`src/rtl/ar_rx_buf_if.sv`:
```
// Receiver-to-buffer word bus plus the show-ahead read port of the label-filtered RX buffer.
// The master drives the received words and pop requests; the slave returns the FIFO head.
interface ar_rx_buf_if;
  logic [7:0]  sr_adr;
  logic [22:0] sr_dat;
  logic        ce_wr;
  logic        rd;
  logic [7:0]  rd_adr;
  logic [22:0] rd_dat;
  logic        rd_vld;

  modport master (
    output sr_adr, sr_dat, ce_wr, rd,
    input  rd_adr, rd_dat, rd_vld
  );

  modport slave (
    input  sr_adr, sr_dat, ce_wr, rd,
    output rd_adr, rd_dat, rd_vld
  );
endinterface

```
`src/rtl/ar_rx_buf.sv`:
```
// Label-filtered show-ahead FIFO behind the ARINC receiver; a strobed word is visible one edge later.
// No backpressure to the receiver: words arriving while full are dropped, counted and flagged.
module ar_rx_buf #(
  parameter int AW = 4
) (
  input  logic          clk,
  input  logic          rst_n,
  ar_rx_buf_if.slave    bus,
  input  logic          lbl_we,
  input  logic [7:0]    lbl_adr,
  input  logic          lbl_en,
  output logic [AW:0]   cnt,
  output logic          full,
  output logic          ovf,
  input  logic          ovf_clr,
  output logic [7:0]    drop_cnt
);

  localparam int          DEPTH   = 2**AW;
  localparam logic [AW:0] DEPTH_W = (AW+1)'(DEPTH);

  typedef struct packed {
    logic [7:0]  adr;
    logic [22:0] dat;
  } word_t;

  word_t          mem [DEPTH];
  logic [AW-1:0]  wp;
  logic [AW-1:0]  rp;
  logic [255:0]   lbl_tbl;
  logic           accept;
  logic           pop;
  logic           push;
  logic           drop;
  logic [AW:0]    cnt_nxt;
  word_t          head;

  // Table lookup uses the registered bit, so a same-edge table write filters with the old value.
  assign accept = bus.ce_wr & lbl_tbl[bus.sr_adr];
  assign pop    = bus.rd & bus.rd_vld;
  assign push   = accept & (~full | pop);
  assign drop   = accept & full & ~pop;

  always_comb begin
    cnt_nxt = cnt;
    case ({push, pop})
      2'b10:   cnt_nxt = cnt + 1'b1;
      2'b01:   cnt_nxt = cnt - 1'b1;
      default: cnt_nxt = cnt;
    endcase
  end

  assign head       = mem[rp];
  assign bus.rd_vld = (cnt != '0);
  assign bus.rd_adr = bus.rd_vld ? head.adr : '0;
  assign bus.rd_dat = bus.rd_vld ? head.dat : '0;

  always_ff @(posedge clk) begin
    if (push) begin
      mem[wp] <= word_t'({bus.sr_adr, bus.sr_dat});
    end
  end

  always_ff @(posedge clk or negedge rst_n) begin
    if (!rst_n) begin
      wp   <= '0;
      rp   <= '0;
      cnt  <= '0;
      full <= 1'b0;
    end else begin
      if (push) wp <= wp + 1'b1;
      if (pop)  rp <= rp + 1'b1;
      cnt  <= cnt_nxt;
      full <= (cnt_nxt == DEPTH_W);
    end
  end

  always_ff @(posedge clk or negedge rst_n) begin
    if (!rst_n) begin
      lbl_tbl <= '1;
    end else if (lbl_we) begin
      lbl_tbl[lbl_adr] <= lbl_en;
    end
  end

  // A drop in the same cycle as a clear restarts the count at one rather than zero.
  always_ff @(posedge clk or negedge rst_n) begin
    if (!rst_n) begin
      ovf      <= 1'b0;
      drop_cnt <= '0;
    end else if (drop) begin
      ovf <= 1'b1;
      if (ovf_clr)                drop_cnt <= 8'd1;
      else if (drop_cnt != 8'hFF) drop_cnt <= drop_cnt + 1'b1;
    end else if (ovf_clr) begin
      ovf      <= 1'b0;
      drop_cnt <= '0;
    end
  end

endmodule

```
`src/flat_wrapper.sv`:
```
// flat-port wrapper written by rule: the top's interface ports become plain ports
module ar_rx_buf_flat 
#(
  parameter int AW = 4
)
  (clk, rst_n, lbl_we, lbl_adr, lbl_en, cnt, full, ovf, ovf_clr, drop_cnt, bus_sr_adr, bus_sr_dat, bus_ce_wr, bus_rd, bus_rd_adr, bus_rd_dat, bus_rd_vld);
  ar_rx_buf_if bus_i ();
  input  logic clk;
  input  logic rst_n;
  input  logic lbl_we;
  input  logic [7:0] lbl_adr;
  input  logic lbl_en;
  output logic [AW:0] cnt;
  output logic full;
  output logic ovf;
  input  logic ovf_clr;
  output logic [7:0] drop_cnt;
  input wire logic [$bits(bus_i.sr_adr)-1:0] bus_sr_adr;
  input wire logic [$bits(bus_i.sr_dat)-1:0] bus_sr_dat;
  input wire logic [$bits(bus_i.ce_wr)-1:0] bus_ce_wr;
  input wire logic [$bits(bus_i.rd)-1:0] bus_rd;
  output wire logic [$bits(bus_i.rd_adr)-1:0] bus_rd_adr;
  output wire logic [$bits(bus_i.rd_dat)-1:0] bus_rd_dat;
  output wire logic [$bits(bus_i.rd_vld)-1:0] bus_rd_vld;
  assign bus_i.sr_adr = bus_sr_adr;
  assign bus_i.sr_dat = bus_sr_dat;
  assign bus_i.ce_wr = bus_ce_wr;
  assign bus_i.rd = bus_rd;
  assign bus_rd_adr = bus_i.rd_adr;
  assign bus_rd_dat = bus_i.rd_dat;
  assign bus_rd_vld = bus_i.rd_vld;
  ar_rx_buf #(.AW(AW)) u_core (.clk(clk), .rst_n(rst_n), .bus(bus_i), .lbl_we(lbl_we), .lbl_adr(lbl_adr), .lbl_en(lbl_en), .cnt(cnt), .full(full), .ovf(ovf), .ovf_clr(ovf_clr), .drop_cnt(drop_cnt));
endmodule
```
`config.mk`:
```
export PLATFORM = sky130hd
export DESIGN_NAME = ar_rx_buf_flat
export DESIGN_NICKNAME = d
export VERILOG_FILES = /design/src/rtl/ar_rx_buf_if.sv /design/src/rtl/ar_rx_buf.sv /design/src/flat_wrapper.sv
export SDC_FILE = /design/constraint.sdc
export NUM_CORES = 1
export LEC_CHECK = 0
export BUFFER_PORTS_ARGS = -buffer_cell sky130_fd_sc_hd__buf_2
export CAP_MARGIN = 20
export CORE_ASPECT_RATIO = 1.1
export CORE_MARGIN = 2
export CORE_UTILIZATION = 50
export CTS_CLUSTER_SIZE = 28
export DETAILED_ROUTE_END_ITERATION = 10
export PLACE_DENSITY = 0.67
export SETUP_SLACK_MARGIN = 0.15
export SKIP_LAST_GASP = 1
export SYNTH_ARGS = -nofsm -noshare
export SYNTH_HDL_FRONTEND = slang
export SYNTH_SLANG_ARGS = --single-unit
```
`constraint.sdc`:
```
create_clock -name clk -period 5.32 [get_ports clk]
set_input_delay 1.33 -clock clk [delete_from_list [all_inputs] [get_ports clk]]
set_output_delay 1.33 -clock clk [all_outputs]
set_load 0.02 [all_outputs]
```
==> summary.txt, run 1 <==
RSZ-0062 raised after global routing: no
Crit-path max FO: 44
Vias: 18,028
Cell variety after synth: 61
# DRC: 0
Crit Path Class: reg2out
Post-Syn Area: 33,670 um^2
First-pass GRT wire length: 117.9 mm
Largest net degree at the start of global routing: 145
Final core occ: 57.20%
Fin nets: 2,141
Sw Share: 27.47%
GR Util met1: 29.08%
Placed Cells: 2,860
#FFs+latches synth: 775
Max cap viols: 0
Worst-path cell chain: buf_12, mux4_2, mux4_2, and2_1, buf_2
Fill cells: 5,001
Slowest-stage cell, CP: dfrtp_4
Final hold vios: 0
Die Ht: 276.2 um
Slew @ Worst Pin: 1.116 ns
Simple logic cell fraction of the synthesized area: 6.499%
Via density per instance: 6.001
Crit path largest cell delay: 0.83 ns
Layout cell share with drive strength beyond 1: 48.51%
Tot GR Track Use: 22.47%
Largest family of logic cells by synthesized area: multiplexers
Die width: 251.4 um
Post-CTS Hold Buffers: 0
Antenna Cells: 0
Yosys top cell by area: edfxtp_1
Critical Path AT: 3.29 ns
Crit path top cell by count: mux4_2
Min-delay worst type: reg2reg
Gr ovfl total: 0
Post-synthesis sequential area ratio: 65.92%
Antenna violations before repair: 2
Syn nets: 2,043
Mux contribution to synthesized area: 23.43%
Synth area leaders: edfxtp_1 (44%), dfstp_2 (20%), mux4_2 (14%), mux2_2 (8.6%), nand2_1 (3.1%)
Seq pwr share: 43.4%
Clock skew: 0.02575 ns
Peak supply drop: 235.6 uV
XOR/XNOR share of the synthesized area: 0.3381%
CTS clk-pin slew, worst paths: 0.06 ns
Final worst-path cycle share: 86.87%
CTS resizes: 0
Asr flop ratio synth: 36.00%
Floorplan row count: 99
Outcome: completed
Max H-tree Level: 3
P_int: 11,980 uW
Combinational share of power: 22.2%
Vias in the first global route: 18,932
Leakage: 0.01327 uW
Post-synthesis adder-cell area fraction: 0.3344%
First drt pass iteration count: 6
Total die area: 69,440 um^2
DRT antenna net count: 0
Avg Synthesized Cell Area: 16.94 um^2
Initial Util: 50.62%
Placed inst area: 35,360 um^2
Number of synthesized flops with an enable pin: 496
Max Clk Rate: 216.4 MHz
CTS Buf Count: 78
Switching power: 4537 uW
Clk pwr share: 34.4%
Crit path buf inv count: 2
Clock Tree Root: clkbuf_16
Power Total: 16,520 uW
CTS tree: done
Worst skew pair latency: 0.63 ns
Fin cells: 3,004
Top Family by Delay on Critical Path: multiplexers
Worst EP required: 3.99 ns
Worst slew margin: 25.31%
Final wirelength: 76.99 mm
Pwr dens: 434.2 nW/um^2
Setup_tns: 0 ns
Compound-cell area share of the yosys netlist: 1.375%
Clk sink count: 775
Tmin final: 4.621 ns
Worst setup EP type: output pin
Top-area cell type share of the netlist area: 44.23%
Number of setup violations in the final report: 0
Post-CTS setup buffers: 0
Final slew viol count: 0
Wire length per cell: 25.63 um
Worst setup SP type: flop
Global Route met3 Usage: 3.549%
Area delta synth->final: 13.00%
I/O Buffers: 92
Met2 Use GR: 39.58%
Yosys warning count: 0
Clock Path Buffers: 3
I/O pins: 93
Final Instance Area: 38,050 um^2
Core box area: 66,520 um^2
GRT busiest layer: met2
Final RePlAce weighted congestion: 0.7980
DP Wirelength: 43.75 mm
Ys flop type: edfxtp_1
Mapped Cells: 1,988
Initial drt markers: 1,457
layout by cell type (no fill, tap or decap), types with 7 or more instances in the layout:
cell and n:
edfxtp_1 496, a31oi_1 8, clkinv_1 12, nor3_1 11, clkbuf_16 80, and3_2 15
mux4_2 211, dfrtp_1 19, nand3_1 14, ha_1 9, mux2_2 258, nor2b_1 21
bufinv_16 11, clkbuf_1 10, clkinvlp_4 7, clkinv_2 9, buf_2 88, buf_4 54
a22oi_1 18, nand2b_1 8, xnor2_1 7, mux2i_1 21, dfstp_2 256, buf_12 20
and3_1 19, nand2_1 274, and2_1 35, nor2_1 60, a21oi_1 12
cell usage after synthesis, types with 3 or more instances:
library cell and instances:
nand4b_1 3, a21o_1 3, nand3_1 14, xnor2_1 7, a22oi_1 18, nand4_1 4
inv_1 6, nor3_1 12, buf_6 6, mux2i_1 21, nor2_1 60, a31oi_1 8
nor4_1 3, xor2_1 6, nor2b_1 21, a211oi_1 4, mux2_2 258, a21oi_1 12
and2_1 35, mux4_2 211, buf_12 4, buf_2 7, ha_1 9, dfstp_2 256
nand2b_1 8, or3_1 3, buf_1 6, and3_1 34, clkbuf_1 121, nand2_1 274
edfxtp_1 496, buf_4 3, dfrtp_1 23
logic make-up (layout without fill, tap and decap cells):
group           after synthesis  in the layout
fa+ha+maj                     9              9
mux                         492            492
simple gates                483            483
flops                       775            775
buf+inv                     154            312
compound gates               62             62
xor+xnor                     13             13
power by group through the flow:
stage / Sequential [uW] / Combinational (uW) / Clock, uW
floorplan: 7020 / 2770 / 0
global placement: 7270 / 3670 / 0
detailed placement: 7290 / 3720 / 0
CTS: 7170 / 3730 / 5800
global route: 7210 / 3910 / 6040
finish: 7170 / 3660 / 5690
layer usage:
layer | part of all wire, % | vias up
met5 | 0.032 | -
met4 | 2.1 | 4
met3 | 4.6 | 114
met2 | 53 | 498
met1 | 41 | 9618
li1 | - | 7794
sequential cells by signal, summed over array words and instances, names as in the netlist:
signal and flops:
u_core.rp 4, u_core.mem 496, u_core.lbl_tbl 256, u_core.full 1, u_core.ovf 1, u_core.wp 4, u_core.drop_cnt 8, u_core.cnt 5
metrics by stage:
| stage | hold slack (ns) | setup slack [ns] |
|---|---|---|
| 6_report | 0.4833 | 0.6985 |
| 3_3_place_gp | 0.4694 | 0.3290 |
| 3_5_place_dp | 0.4704 | 0.2587 |
| 4_1_cts | 0.4843 | 0.6232 |
| 5_1_grt | 0.5030 | 0.5473 |
| 2_1_floorplan | 0.5279 | 0.2998 |
final cells by class:
class	instances	area (um^2)	share of cell area, %
clock inverters	49	601.8	1.582
inverters	7	26.28	0.06906
repair buffers	165	1284	3.374
multi-input cells	1059	10800	28.40
well taps	858	1074	2.821
flip-flops and latches	775	22210	58.36
clock buffers	91	2053	5.396
worst paths after layout:
path                                                       from  cells after the start  slack [ns]                               to
worst min-delay path                     u_core.ovf$_DFFE_PN0P_                      1        0.48           u_core.ovf$_DFFE_PN0P_
worst max register to register  u_core.lbl_tbl[166]$_DFFE_PN1P_                     16        1.62            u_core.full$_DFF_PN0_
worst max-delay path                   u_core.rp[0]$_DFFE_PN0P_                      5        0.70                   bus_rd_dat[10]
worst min register to register           u_core.ovf$_DFFE_PN0P_                      1        0.48           u_core.ovf$_DFFE_PN0P_
min in group asynchronous                                 rst_n                      1        0.81   u_core.drop_cnt[0]$_DFFE_PN0P_
max in group asynchronous                                 rst_n                      2        3.32  u_core.lbl_tbl[139]$_DFFE_PN1P_
No activity file was read; power rests on OpenSTA's default activity.
==> run 2: changes to the inputs <==
--- a/config.mk
+++ b/config.mk
@@ -12,3 +12,3 @@
 export CORE_UTILIZATION = 50
-export CTS_CLUSTER_SIZE = 28
+export CTS_CLUSTER_SIZE = 24
 export DETAILED_ROUTE_END_ITERATION = 10
--- a/constraint.sdc
+++ b/constraint.sdc
@@ -3,2 +3,2 @@
 set_output_delay 1.33 -clock clk [all_outputs]
-set_load 0.02 [all_outputs]
+set_load 0.01 [all_outputs]
==> summary.txt, run 2 (synthesis results as in run 1) <==
Outcome: completed
DRT antenna net count: 0
Final slew viol count: 0
Number of setup violations in the final report: 0
Max cap viols: 0
Largest regs: u_core.mem (496), u_core.lbl_tbl (256), u_core.drop_cnt (8)
Crit path largest cell delay: 0.87 ns
Most frequent cells in the layout: edfxtp_1 (496), nand2_1 (274), mux2_2 (258), dfstp_2 (256), mux4_2 (211)
Initial drt markers: 1,345
Largest reg by FF count: u_core.mem
CTS Buf Count: 79
Gr ovfl total: 0
Power Total: 16,310 uW
Antenna violations before repair: 2
P_int: 12,010 uW
CTS resizes: 0
Final wirelength: 76.77 mm
Worst slew margin: 25.49%
Wire length per cell: 25.45 um
Max H-tree Level: 3
Clock Tree Root: clkbuf_16
First drt pass iteration count: 5
Vias: 17,886
Combinational share of power: 21.1%
Floorplan row count: 99
Final worst setup slack: 0.7814 ns
Crit-path max FO: 41
Layout cell share with drive strength beyond 1: 48.52%
Fill cells: 4,963
Peak supply drop: 238.7 uV
FF+latch area: 22,210 um^2
Sw Share: 26.35%
Worst skew pair latency: 0.64 ns
Multi-input gate area: 10,800 um^2
First-pass GRT wire length: 117.3 mm
Slowest-stage cell, CP: dfrtp_4
Final core occ: 57.29%
Clock skew: 0.03581 ns
Setup WS pre-CTS: 0.1550 ns
Critical Path AT: 3.21 ns
Clk sink count: 775
DP Wirelength: 43.73 mm
Post-CTS Hold Buffers: 0
Largest register FFs: 496
Pwr dens: 427.9 nW/um^2
Worst setup EP type: output pin
Slew @ Worst Pin: 1.118 ns
Final worst-path cycle share: 85.31%
Final hold vios: 0
Clock Path Buffers: 3
Fin nets: 2,144
Seq pwr share: 43.9%
I/O Buffers: 92
Clk pwr share: 35.0%
CTS tree: done
Switching power: 4297 uW
Area delta synth->final: 13.17%
Post-CTS setup buffers: 0
# DRC: 0
Crit path buf inv count: 2
Top Family by Delay on Critical Path: flip-flops
Max Clk Rate: 220.3 MHz
Setup_tns: 0 ns
RSZ-0062 raised after global routing: no
Min-delay worst type: reg2reg
Crit path top cell by count: mux4_2
Tot GR Track Use: 22.40%
Leakage: 0.01333 uW
Largest net degree at the start of global routing: 138
Worst-path cell chain: buf_4, mux4_2, mux4_2, and2_1, buf_2
Tmin final: 4.539 ns
Vias in the first global route: 18,940
I/O pins: 93
Worst EP required: 3.99 ns
Crit Path Class: reg2out
Final RePlAce weighted congestion: 0.8425
CTS clk-pin slew, worst paths: 0.05 ns
Core box area: 66,520 um^2
Initial Util: 50.62%
Die width: 251.4 um
Final hold slack: 0.4849 ns
Total die area: 69,440 um^2
Die Ht: 276.2 um
Via density per instance: 5.928
Commonest non-fill, non-tap cell in the layout: edfxtp_1
Worst setup SP type: flop
## run 2: worst register-to-register path, stage by stage, from the launching register on
cell and delay [ns]:
dfstp_2 0.37, mux4_2 0.47, a31oi_1 0.20, o211ai_1 0.21, o41ai_4 0.52, a21oi_2 0.05
and3_4 0.21, inv_2 0.06, ha_1 0.17, xor2_1 0.17, ha_1 0.24, inv_1 0.05
o21ai_0 0.17, a21oi_1 0.09, a211oi_1 0.20, nor2_1 0.07, xor2_1 0.15, and3b_1 0.17
## run 2: cell type report
type,count,area share (%)
diodes,3,0.01970
clock buffers,118,6.025
clock inverters,30,1.107
inverters,7,0.06895
multi-input cells,1059,28.35
flip-flops and latches,775,58.27
well taps,858,2.817
repair buffers,167,3.336
## run 2: path summary, 6_finish.rpt
kind | startpoint | end | slack, ns | depth (start not counted)
worst min register to register | u_core.ovf$_DFFE_PN0P_ | u_core.ovf$_DFFE_PN0P_ | 0.48 | 1
worst min-delay path | u_core.ovf$_DFFE_PN0P_ | u_core.ovf$_DFFE_PN0P_ | 0.48 | 1
max in group asynchronous | rst_n | u_core.lbl_tbl[138]$_DFFE_PN1P_ | 3.58 | 2
min in group asynchronous | rst_n | u_core.drop_cnt[0]$_DFFE_PN0P_ | 0.70 | 1
worst max-delay path | u_core.rp[1]$_DFFE_PN0P_ | bus_rd_dat[14] | 0.78 | 5
worst max register to register | u_core.lbl_tbl[215]$_DFFE_PN1P_ | u_core.full$_DFF_PN0_ | 1.62 | 17
## run 2: metrics by stage
stage | area [um^2] | std cells
floorplan | 33680 | 1988
global placement | 35320 | 2859
detailed placement | 35330 | 2860
CTS | 38040 | 3008
global route | 38100 | 3014
finish | 38110 | 3017
## run 2: per-layer routing
layer | wire length, um | up-vias | part of all wire (%) | GRT usage, %
met1 | 30600 | 9520 | 40 | 28.39
met3 | 3428 | 104 | 4.5 | 3.069
li1 | - | 7804 | - | -
met2 | 41190 | 454 | 54 | 40.26
met4 | 1521 | 4 | 2.0 | 6.349
met5 | 25 | - | 0.033 | 0
## run 2: power by group through the flow
stage | clock network (uW) | registers, uW | logic (uW)
floorplan | 0 | 7010 | 2580
global placement | 0 | 7270 | 3450
detailed placement | 0 | 7280 | 3510
CTS | 5810 | 7170 | 3520
global route | 6050 | 7210 | 3720
finish | 5700 | 7170 | 3440
==> run 3: changes to the inputs <==
PLACE_DENSITY = default   (was 0.67)
PLACE_DENSITY_LB_ADDON = 0.05   (was default)
SETUP_SLACK_MARGIN = default   (was 0.15)
==> summary.txt, run 3 (synthesis results as in run 1) <==
Clk sink count: 775
DRT met1 WL: 33.23 mm
Worst setup SP type: flop
Vias in the first global route: 18,651
Via density per instance: 5.852
Wire length per cell: 26.05 um
Core box area: 66,520 um^2
Max Clk Rate: 214.5 MHz
Largest register FFs: 496
Die Ht: 276.2 um
Post-CTS Hold Buffers: 0
Worst EP required: 3.99 ns
Total die area: 69,440 um^2
I/O Buffers: 92
Final worst-path cycle share: 87.63%
I/O pins: 93
Largest regs: u_core.mem (496), u_core.lbl_tbl (256), u_core.drop_cnt (8)
Initial drt markers: 1,161
Largest net degree at the start of global routing: 138
Routed met2 length: 41.05 mm
CTS tree: done
Hold path start: u_core.ovf$_DFFE_PN0P_
Floorplan row count: 99
Most frequent cells in the layout: edfxtp_1 (496), nand2_1 (274), mux2_2 (258), dfstp_2 (256), mux4_2 (211)
Die width: 251.4 um
CTS clk-pin slew, worst paths: 0.06 ns
Clock skew: 0.03193 ns
CTS Buf Count: 81
Crit Path Class: reg2out
# DRC: 0
First-pass GRT wire length: 120.1 mm
Antenna violations before repair: 1
Largest reg by FF count: u_core.mem
Number of setup violations in the final report: 0
Outcome: completed
Slew @ Worst Pin: 1.150 ns
Commonest non-fill, non-tap cell in the layout: edfxtp_1
Reg2reg start: u_core.lbl_tbl[209]$_DFFE_PN1P_
Worst slew margin: 23.33%
Met3 wire len: 3.153 mm
R2R depth: 17
Hold Crit Depth: 1
Max cap viols: 0
First drt pass iteration count: 7
Clock Path Buffers: 3
Post-CTS setup buffers: 0
Crit-path max FO: 34
Fill cells: 5,086
Layout cell share with drive strength beyond 1: 49.15%
Max H-tree Level: 3
Worst skew pair latency: 0.63 ns
RSZ-0062 raised after global routing: no
Multi-input gate area: 10,810 um^2
Setup_tns: 0 ns
Min-delay worst type: reg2reg
Tmin final: 4.662 ns
Pwr dens: 425.8 nW/um^2
Final RePlAce weighted congestion: 0.7729
FF+latch area: 22,210 um^2
Crit path from: u_core.rp[0]$_DFFE_PN0P_
Leakage: 0.01346 uW
Final slew viol count: 0
Area delta synth->final: 13.80%
Uppermost layer routed: met5
Initial Util: 50.62%
Vias: 17,791
Worst setup EP type: output pin
DRT antenna net count: 0
Gr ovfl total: 0
Peak supply drop: 233.4 uV
Critical Path AT: 3.33 ns
Clock Tree Root: clkbuf_16
Tot GR Track Use: 23.14%
Final wirelength: 79.18 mm
Fin nets: 2,170
Final Instance Area: 38,320 um^2
Placed inst area: 35,630 um^2
Final hold vios: 0
CTS resizes: 0
DP Wirelength: 47.00 mm
-- run 3: cell type report --
cell class	count	share of cell area (%)
flip-flops and latches	775	57.95
multi-input cells	1059	28.22
clock buffers	102	5.773
repair buffers	191	4.013
well taps	858	2.802
clock inverters	47	1.169
inverters	7	0.06857
diodes	1	0.006530
-- run 3: worst paths after layout --
check	endpoint	slack, ns
worst min register to register	u_core.ovf$_DFFE_PN0P_	0.47
max in group asynchronous	u_core.lbl_tbl[53]$_DFFE_PN1P_	3.55
worst min-delay path	u_core.ovf$_DFFE_PN0P_	0.47
worst max register to register	u_core.full$_DFF_PN0_	1.59
min in group asynchronous	u_core.drop_cnt[3]$_DFFE_PN0P_	0.67
worst max-delay path	bus_rd_adr[4]	0.66
-- run 3: report_power, final --
part	switching (uW)	internal [uW]
clock network	2340	3300
logic	1640	1890
registers	355	6790
total	4340	12000
-- run 3: critical path, cell delays in order, from the launching register on --
cell and delay, ns:
dfrtp_4 0.91, buf_4 0.37, mux4_2 0.55, mux4_2 0.53, and2_1 0.18, buf_2 0.13
-- run 3: stage by stage --
stage	util [%]	setup WS, ns	total power (uW)	cells	hold WS (ns)
floorplan	-	0.3070	9583	1988	0.5211
global placement	53.40	0.2316	10840	2880	0.4690
detailed placement	53.56	0.1822	10880	2887	0.4685
CTS	57.56	0.5529	16550	3036	0.4816
global route	57.60	0.4470	17000	3039	0.4968
finish	57.61	0.6580	16320	3040	0.4746
-- run 3: layer usage --
layer  track usage (%)  vias to the layer above
met5                 0                        -
met4             6.746                        2
met3             2.787                      103
met2             40.17                      378
met1             30.82                     9448
li1                  -                     7860
